--- src/rtl/trig_rx_decode.sv ---
`default_nettype none
// ============================================================================
//  Module   : trig_rx_decode
//  Purpose  : Receiver for the scatter-coincidence trigger lines. The block
//             synchronises the asynchronous lines and detects rising edges.
//             It groups edges that fall inside a coincidence window into one
//             event mask and presents that mask on a valid/ready handshake.
//             A dead time follows every accepted event. Saturating per-line
//             counters and a lost-event counter are kept for slow-control
//             readback.
//  Revision : 1.0 - initial release
// ----------------------------------------------------------------------------
//  Ports
//    clk        in   1       block clock
//    rst_n      in   1       asynchronous active-low reset
//    trig_in    in   NLINES  asynchronous trigger lines
//    evt_valid  out  1       event mask / timestamp valid
//    evt_ready  in   1       consumer accepts the event when valid & ready
//    evt_mask   out  NLINES  lines that fired inside the window (0 when idle)
//    evt_ts     out  TS_W    timestamp of the first edge (0 when idle)
//    busy       out  1       high while collecting, presenting or in dead time
//    cnt_clr    in   1       synchronous clear of all counters
//    cnt_sel    in   4       0..NLINES-1 line counter, NLINES lost, else 0
//    cnt_val    out  CNT_W   selected counter, registered
//  Build option
//    TRX_TIMESTAMP_EN : when defined, the free-running timestamp counter is
//                       built and evt_ts carries the first-edge time. When it
//                       is undefined, evt_ts is tied to 0.
// ============================================================================
module trig_rx_decode #(
    parameter int NLINES  = 9,
    parameter int WIN     = 4,
    parameter int HOLDOFF = 8,
    parameter int CNT_W   = 16,
    parameter int TS_W    = 16
) (
    input  logic              clk,
    input  logic              rst_n,
    input  logic [NLINES-1:0] trig_in,
    output logic              evt_valid,
    input  logic              evt_ready,
    output logic [NLINES-1:0] evt_mask,
    output logic [TS_W-1:0]   evt_ts,
    output logic              busy,
    input  logic              cnt_clr,
    input  logic [3:0]        cnt_sel,
    output logic [CNT_W-1:0]  cnt_val
);

    localparam int              WCNT_W   = $clog2(WIN + 1);
    localparam int              HCNT_W   = $clog2(HOLDOFF + 2);
    localparam logic [CNT_W-1:0] CNT_MAX = {CNT_W{1'b1}};

    typedef enum logic [1:0] {
        S_IDLE    = 2'd0,
        S_COLLECT = 2'd1,
        S_PRESENT = 2'd2,
        S_HOLD    = 2'd3
    } state_t;

    // ------------------------------------------------------------------
    // Synchroniser: two metastability flops plus one delay flop for edges
    // ------------------------------------------------------------------
    logic [NLINES-1:0] sync1_q, sync2_q, sync3_q;
    logic [NLINES-1:0] w_rise;
    logic              w_any_rise;

    always_ff @(posedge clk or negedge rst_n) begin
        if (!rst_n) begin
            sync1_q <= '0;
            sync2_q <= '0;
            sync3_q <= '0;
        end else begin
            sync1_q <= trig_in;
            sync2_q <= sync1_q;
            sync3_q <= sync2_q;
        end
    end

    assign w_rise     = sync2_q & ~sync3_q;
    assign w_any_rise = |w_rise;

    // ------------------------------------------------------------------
    // Event FSM
    // ------------------------------------------------------------------
    state_t              state_q, state_d;
    logic [NLINES-1:0]   mask_q, mask_d;
    logic [WCNT_W-1:0]   wcnt_q, wcnt_d;
    logic [HCNT_W-1:0]   hcnt_q, hcnt_d;
    logic                w_handshake;
    logic                w_lost;

    always_ff @(posedge clk or negedge rst_n) begin
        if (!rst_n) begin
            state_q <= S_IDLE;
            mask_q  <= '0;
            wcnt_q  <= '0;
            hcnt_q  <= '0;
        end else begin
            state_q <= state_d;
            mask_q  <= mask_d;
            wcnt_q  <= wcnt_d;
            hcnt_q  <= hcnt_d;
        end
    end

    always_comb begin
        state_d = state_q;
        mask_d  = mask_q;
        wcnt_d  = wcnt_q;
        hcnt_d  = hcnt_q;
        case (state_q)
            S_IDLE: begin
                if (w_any_rise) begin
                    mask_d  = w_rise;
                    wcnt_d  = WCNT_W'(WIN - 1);
                    // A one-cycle window has nothing left to collect.
                    state_d = (WIN == 1) ? S_PRESENT : S_COLLECT;
                end
            end
            S_COLLECT: begin
                mask_d = mask_q | w_rise;
                wcnt_d = wcnt_q - WCNT_W'(1);
                if (wcnt_q == WCNT_W'(1)) begin
                    state_d = S_PRESENT;
                end
            end
            S_PRESENT: begin
                if (evt_ready) begin
                    if (HOLDOFF == 0) begin
                        state_d = S_IDLE;
                    end else begin
                        state_d = S_HOLD;
                        hcnt_d  = HCNT_W'(HOLDOFF);
                    end
                end
            end
            S_HOLD: begin
                hcnt_d = hcnt_q - HCNT_W'(1);
                if (hcnt_q == HCNT_W'(1)) begin
                    state_d = S_IDLE;
                end
            end
            default: state_d = S_IDLE;
        endcase
    end

    assign evt_valid   = (state_q == S_PRESENT);
    assign busy        = (state_q != S_IDLE);
    assign evt_mask    = evt_valid ? mask_q : '0;
    assign w_handshake = evt_valid & evt_ready;
    // Edges arriving while an event is pending or during dead time are lost.
    assign w_lost      = ((state_q == S_PRESENT) || (state_q == S_HOLD)) & w_any_rise;

    // ------------------------------------------------------------------
    // Timestamp
    // ------------------------------------------------------------------
`ifdef TRX_TIMESTAMP_EN
    logic [TS_W-1:0] ts_cnt_q;
    logic [TS_W-1:0] ts_evt_q;

    always_ff @(posedge clk or negedge rst_n) begin
        if (!rst_n) begin
            ts_cnt_q <= '0;
            ts_evt_q <= '0;
        end else begin
            ts_cnt_q <= ts_cnt_q + TS_W'(1);
            if ((state_q == S_IDLE) && w_any_rise) begin
                ts_evt_q <= ts_cnt_q;
            end
        end
    end

    assign evt_ts = evt_valid ? ts_evt_q : '0;
`else
    assign evt_ts = '0;
`endif

    // ------------------------------------------------------------------
    // Saturating counters: index NLINES is the lost-event counter
    // ------------------------------------------------------------------
    logic [CNT_W-1:0] cnt_q [NLINES+1];
    logic [CNT_W-1:0] w_sel_val;
    logic [CNT_W-1:0] cnt_val_q;

    always_ff @(posedge clk or negedge rst_n) begin
        if (!rst_n) begin
            for (int i = 0; i <= NLINES; i++) begin
                cnt_q[i] <= '0;
            end
        end else if (cnt_clr) begin
            // Clear takes priority over any increment in the same cycle.
            for (int i = 0; i <= NLINES; i++) begin
                cnt_q[i] <= '0;
            end
        end else begin
            for (int i = 0; i < NLINES; i++) begin
                if (w_handshake && mask_q[i] && (cnt_q[i] != CNT_MAX)) begin
                    cnt_q[i] <= cnt_q[i] + CNT_W'(1);
                end
            end
            if (w_lost && (cnt_q[NLINES] != CNT_MAX)) begin
                cnt_q[NLINES] <= cnt_q[NLINES] + CNT_W'(1);
            end
        end
    end

    always_comb begin
        w_sel_val = '0;
        for (int i = 0; i <= NLINES; i++) begin
            if (cnt_sel == 4'(i)) begin
                w_sel_val = cnt_q[i];
            end
        end
    end

    always_ff @(posedge clk or negedge rst_n) begin
        if (!rst_n) begin
            cnt_val_q <= '0;
        end else begin
            cnt_val_q <= w_sel_val;
        end
    end

    assign cnt_val = cnt_val_q;

endmodule
`default_nettype wire

--- config.mk ---
export PLATFORM = sky130hd
export DESIGN_NAME = trig_rx_decode
export DESIGN_NICKNAME = d
export VERILOG_FILES = /design/src/rtl/trig_rx_decode.sv
export SDC_FILE = /design/constraint.sdc
export NUM_CORES = 1
export LEC_CHECK = 0
export ABC_CLOCK_PERIOD_IN_PS = 7000
export BUFFER_PORTS_ARGS = -buffer_cell sky130_fd_sc_hd__buf_4
export CAP_MARGIN = 10
export CELL_PAD_IN_SITES_DETAIL_PLACEMENT = 1
export CELL_PAD_IN_SITES_GLOBAL_PLACEMENT = 2
export CORE_ASPECT_RATIO = 2
export CORE_UTILIZATION = 42
export CTS_CLUSTER_SIZE = 25
export DETAILED_ROUTE_END_ITERATION = 10
export GPL_TIMING_DRIVEN = 0
export PLACE_DENSITY_LB_ADDON = 0.1
export SYNTH_ARGS = -nofsm -noshare
export SYNTH_HDL_FRONTEND = slang
export SYNTH_SLANG_ARGS = --single-unit
--- constraint.sdc ---
create_clock -name clk -period 7 [get_ports clk]
set_clock_uncertainty 0.05 [all_clocks]
set_input_delay 0 -clock clk [delete_from_list [all_inputs] [get_ports clk]]
set_output_delay 0 -clock clk [all_outputs]
set_load 0.01 [all_outputs]
==> impl_metrics.py <==
metrics = {
    "drt": {
        "drt_pass1_iterations": 5,
        "route.detailed.drc": 0,
        "drt-total-wl_mm": 45.0,
        "drtAntennaViolNets": 0,
        "wl_per_cell_um": 24.6,
        "drt_iter0_drc": 399,
        "vias": 11100,
        "vias_per_cell": 6.07,
    },
    "clock_network": {
        "cts.path.max_buffers": 3,
        "worstSkewPairLatency_ps": 540,
        "cts_buffers": 23,
        "clockRootBuffer": "clkbuf_16",
        "cts_tree": "done",
        "clk_pin_slew_ps": 70,
        "clkSinkCount": 221,
        "htree_levels": 1,
    },
    "setup_path": {
        "start_kind": "flip-flop",
        "cpPeakStageDelay_ps": 450,
        "cp-end-kind": "flip-flop",
        "r2r_setup_slack_ps": 4050,
        "cp.arrival_ps": 3350,
        "cp_cell_sequence": "inv_1, ha_1, buf_2, nand3_1, nor2_1, o21ai_0, or3_1, a21oi_1",
        "crit_path_max_fanout": 10,
        "crit_type": "flip-flop to flip-flop",
        "crit-reg2reg-launch": "state_q[0]",
        "worst_r2r_path_depth": 8,
        "cp_slowest_cell": "buf_2",
        "r2r_end": "cnt_q[135]",
        "crit_required_ps": 7400,
    },
    "sta": {
        "worst_hold_slack_ps": 63.3,
        "finalCritPeriodShare_pct": 42.2,
        "setup_violations": 0,
        "hold_viol": 0,
        "finalMaxSlewViolations": 0,
        "tns_ps": 0,
        "tightestPinTransition_ps": 1200,
        "max_slew_margin_pct": 20.3,
        "fmax_mhz": 339,
        "period_needed_ps": 2950,
        "rsz0062_at_grt": "no",
    },
    "floorplanning": {
        "die_h_um": 245,
        "core_mm2": 0.0290,
        "die-area_mm2": 0.0304,
        "ios": 60,
        "rows": 88,
        "chipWidth_um": 124,
        "start_util_pct": 43.0,
    },
    "synthesis": {
        "ys.flop_type": "dfrtp_1",
        "synthCells": 1360,
        "synth.avg_cell_area_um2": 9.15,
        "seq_area_frac_synth_pct": 44.4,
        "synth_seq_cells": 221,
        "ys_types": 68,
        "async_flop_share_pct": 100,
        "synth_enable_flop_cells": 0,
        "syn-cell-area_mm2": 0.0124,
        "ys.warnings.count": 0,
    },
    "global_routing": {
        "grt_max_degree": 84,
        "track_usage_pct": 31.0,
        "grt_pass1_wl_mm": 69.6,
        "overflow": 0,
        "antenna_found_initial": 2,
        "grt_pass1_vias": 12100,
    },
    "hold_path": {
        "hp-start": "trig_in[2]",
        "worst_hold_path.endpoint": "sync1_q[2]",
        "hold_class": "input pin to flip-flop",
        "hold_depth": 2,
    },
    "final_layout": {
        "area_growth_pct": 14.4,
        "final_cells": 1834,
        "fin_nets": 1493,
        "drive_gt1_share_pct": 10.3,
        "fin_util_pct": 49.2,
    },
    "place": {
        "hpwl_mm": 34.8,
        "portBuffers": 42,
        "gp_congestion": 0.943,
        "post-place-cells": 1779,
    },
    "job": {
        "cap_viol_max_count": 0,
    },
    "power": {
        "powerDensity_mw_per_mm2": 243,
        "ir_worst_vdd_v": 0.000238,
        "p_leak_nw": 5.71,
    },
    "run_status": {
        "status": "complete, no violations",
    },
}
[worst max-delay path by stage]
stage	startpoint	to	slack, ps	depth (start not counted)
2_1_floorplan	state_q[0]	cnt_q[43]	4650	9
3_3_place_gp	rst_n	hcnt_q[2]	4100	1
3_5_place_dp	state_q[0]	cnt_q[135]	4030	8
4_1_cts	state_q[0]	cnt_q[135]	4030	8
5_1_grt	state_q[0]	cnt_q[135]	3940	8
6_report	state_q[0]	cnt_q[135]	4050	8
[cell usage after synthesis (13+ instances only)]
| library cell | count | area share [%] |
|---|---|---|
| and2_1 | 16 | 0.80 |
| a211oi_1 | 13 | 0.78 |
| a21oi_1 | 100 | 4.0 |
| nor3_1 | 30 | 1.2 |
| xnor2_1 | 68 | 4.8 |
| mux2i_1 | 33 | 2.7 |
| mux2_2 | 15 | 1.4 |
| nand4_1 | 46 | 2.3 |
| nand2b_1 | 13 | 0.65 |
| o22ai_1 | 18 | 0.90 |
| clkbuf_1 | 58 | 1.7 |
| o31ai_1 | 26 | 1.6 |
| nand2_1 | 68 | 2.1 |
| ha_1 | 19 | 1.9 |
| o21ai_0 | 69 | 2.8 |
| or4_1 | 21 | 1.3 |
| nor4_1 | 26 | 1.3 |
| inv_1 | 23 | 0.69 |
| buf_4 | 17 | 1.0 |
| and4_1 | 13 | 0.91 |
| nor2b_1 | 21 | 1.1 |
| dfrtp_1 | 221 | 44 |
| nand3_1 | 65 | 2.6 |
| and3_1 | 28 | 1.4 |
| xor2_1 | 23 | 1.6 |
| nor2_1 | 150 | 4.5 |
| or3_1 | 31 | 1.6 |
[final cells by class]
cell class              count  area [um2]
fillers                  3378       14700
multi-input cells        1040        6470
flip-flops and latches    221        5530
clock buffers              28         604
repair buffers             57         526
well taps                 360         450
plain buffers              91         419
clock inverters            13         154
inverters                  23        86.3
diodes                      1        2.50
[metrics by stage]
step                      area (um2)  worst slack, ps  power [mW]
after floorplan                12500             4650        1.88
after global placement         13300             4100        2.17
after detailed placement       13300             4030        2.19
after CTS                      14200             4030        3.49
after global routing           14200             3940        3.61
final                          14200             4050        3.46
[critical path, delay by kind of cell, from the launching register on]
kind	cells	cell delay (ps)
adder cells (fa/ha/maj)	1	420
AO/OA/AOI/OAI	2	410
flip-flops	1	400
buffers and inverters	2	590
AND/OR/NAND/NOR	3	990
[cell families after synthesis]
kind of cell | share of synthesized area [%]
other | 0.0301
DFF | 44.4
AOI/OAI and AO/OA | 15.1
adders and majority gates | 1.91
and+or+nand+nor | 24.1
buffers and inverters | 4.06
xor gates and xnor gates | 6.40
muxes | 4.01
[power by group]
| part | internal [mW] | switching [mW] | leakage [nW] |
|---|---|---|---|
| combinational | 0.260 | 0.442 | 2.38 |
| clock | 0.728 | 0.547 | 0.362 |
| sequential | 1.36 | 0.120 | 2.97 |
[cell usage in the layout (no fill, tap or decap), types with 18 or more instances in the layout]
master | netlist | layout
a21oi_1 | 100 | 100
and3_1 | 28 | 28
buf_4 | 17 | 58
clkbuf_1 | 58 | 62
clkbuf_16 | 0 | 23
dfrtp_1 | 221 | 221
ha_1 | 19 | 19
inv_1 | 23 | 23
mux2i_1 | 33 | 33
nand2_1 | 68 | 68
nand3_1 | 65 | 65
nand4_1 | 46 | 46
nor2_1 | 150 | 150
nor2b_1 | 21 | 21
nor3_1 | 30 | 30
nor4_1 | 26 | 26
o21ai_0 | 69 | 69
o22ai_1 | 18 | 18
o31ai_1 | 26 | 26
or3_1 | 31 | 31
or4_1 | 21 | 21
xnor2_1 | 68 | 68
xor2_1 | 23 | 23
[metal layers]
metal | track usage, % | share of wire, % | vias up
met1 | 30.0 | 34 | 5642
li1 | - | - | 5123
met3 | 3.46 | 2.8 | 136
met2 | 59.6 | 56 | 237
met4 | 20.0 | 7.2 | 2
met5 | 0 | 0.038 | -
[flip-flops by register name, summed over array words and instances (netlist names)]
| signal | flops |
|---|---|
| sync2_q | 9 |
| cnt_q | 160 |
| wcnt_q | 3 |
| state_q | 2 |
| mask_q | 9 |
| cnt_val | 16 |
| sync1_q | 9 |
| sync3_q | 9 |
| hcnt_q | 4 |
[repair_timing]
action	CTS	global route
resized for setup	0	0
endpoints found under the hold margin	233	0
buffers inserted	0	0
hold buffers	13	0
(Power assumes the default switching activity.)
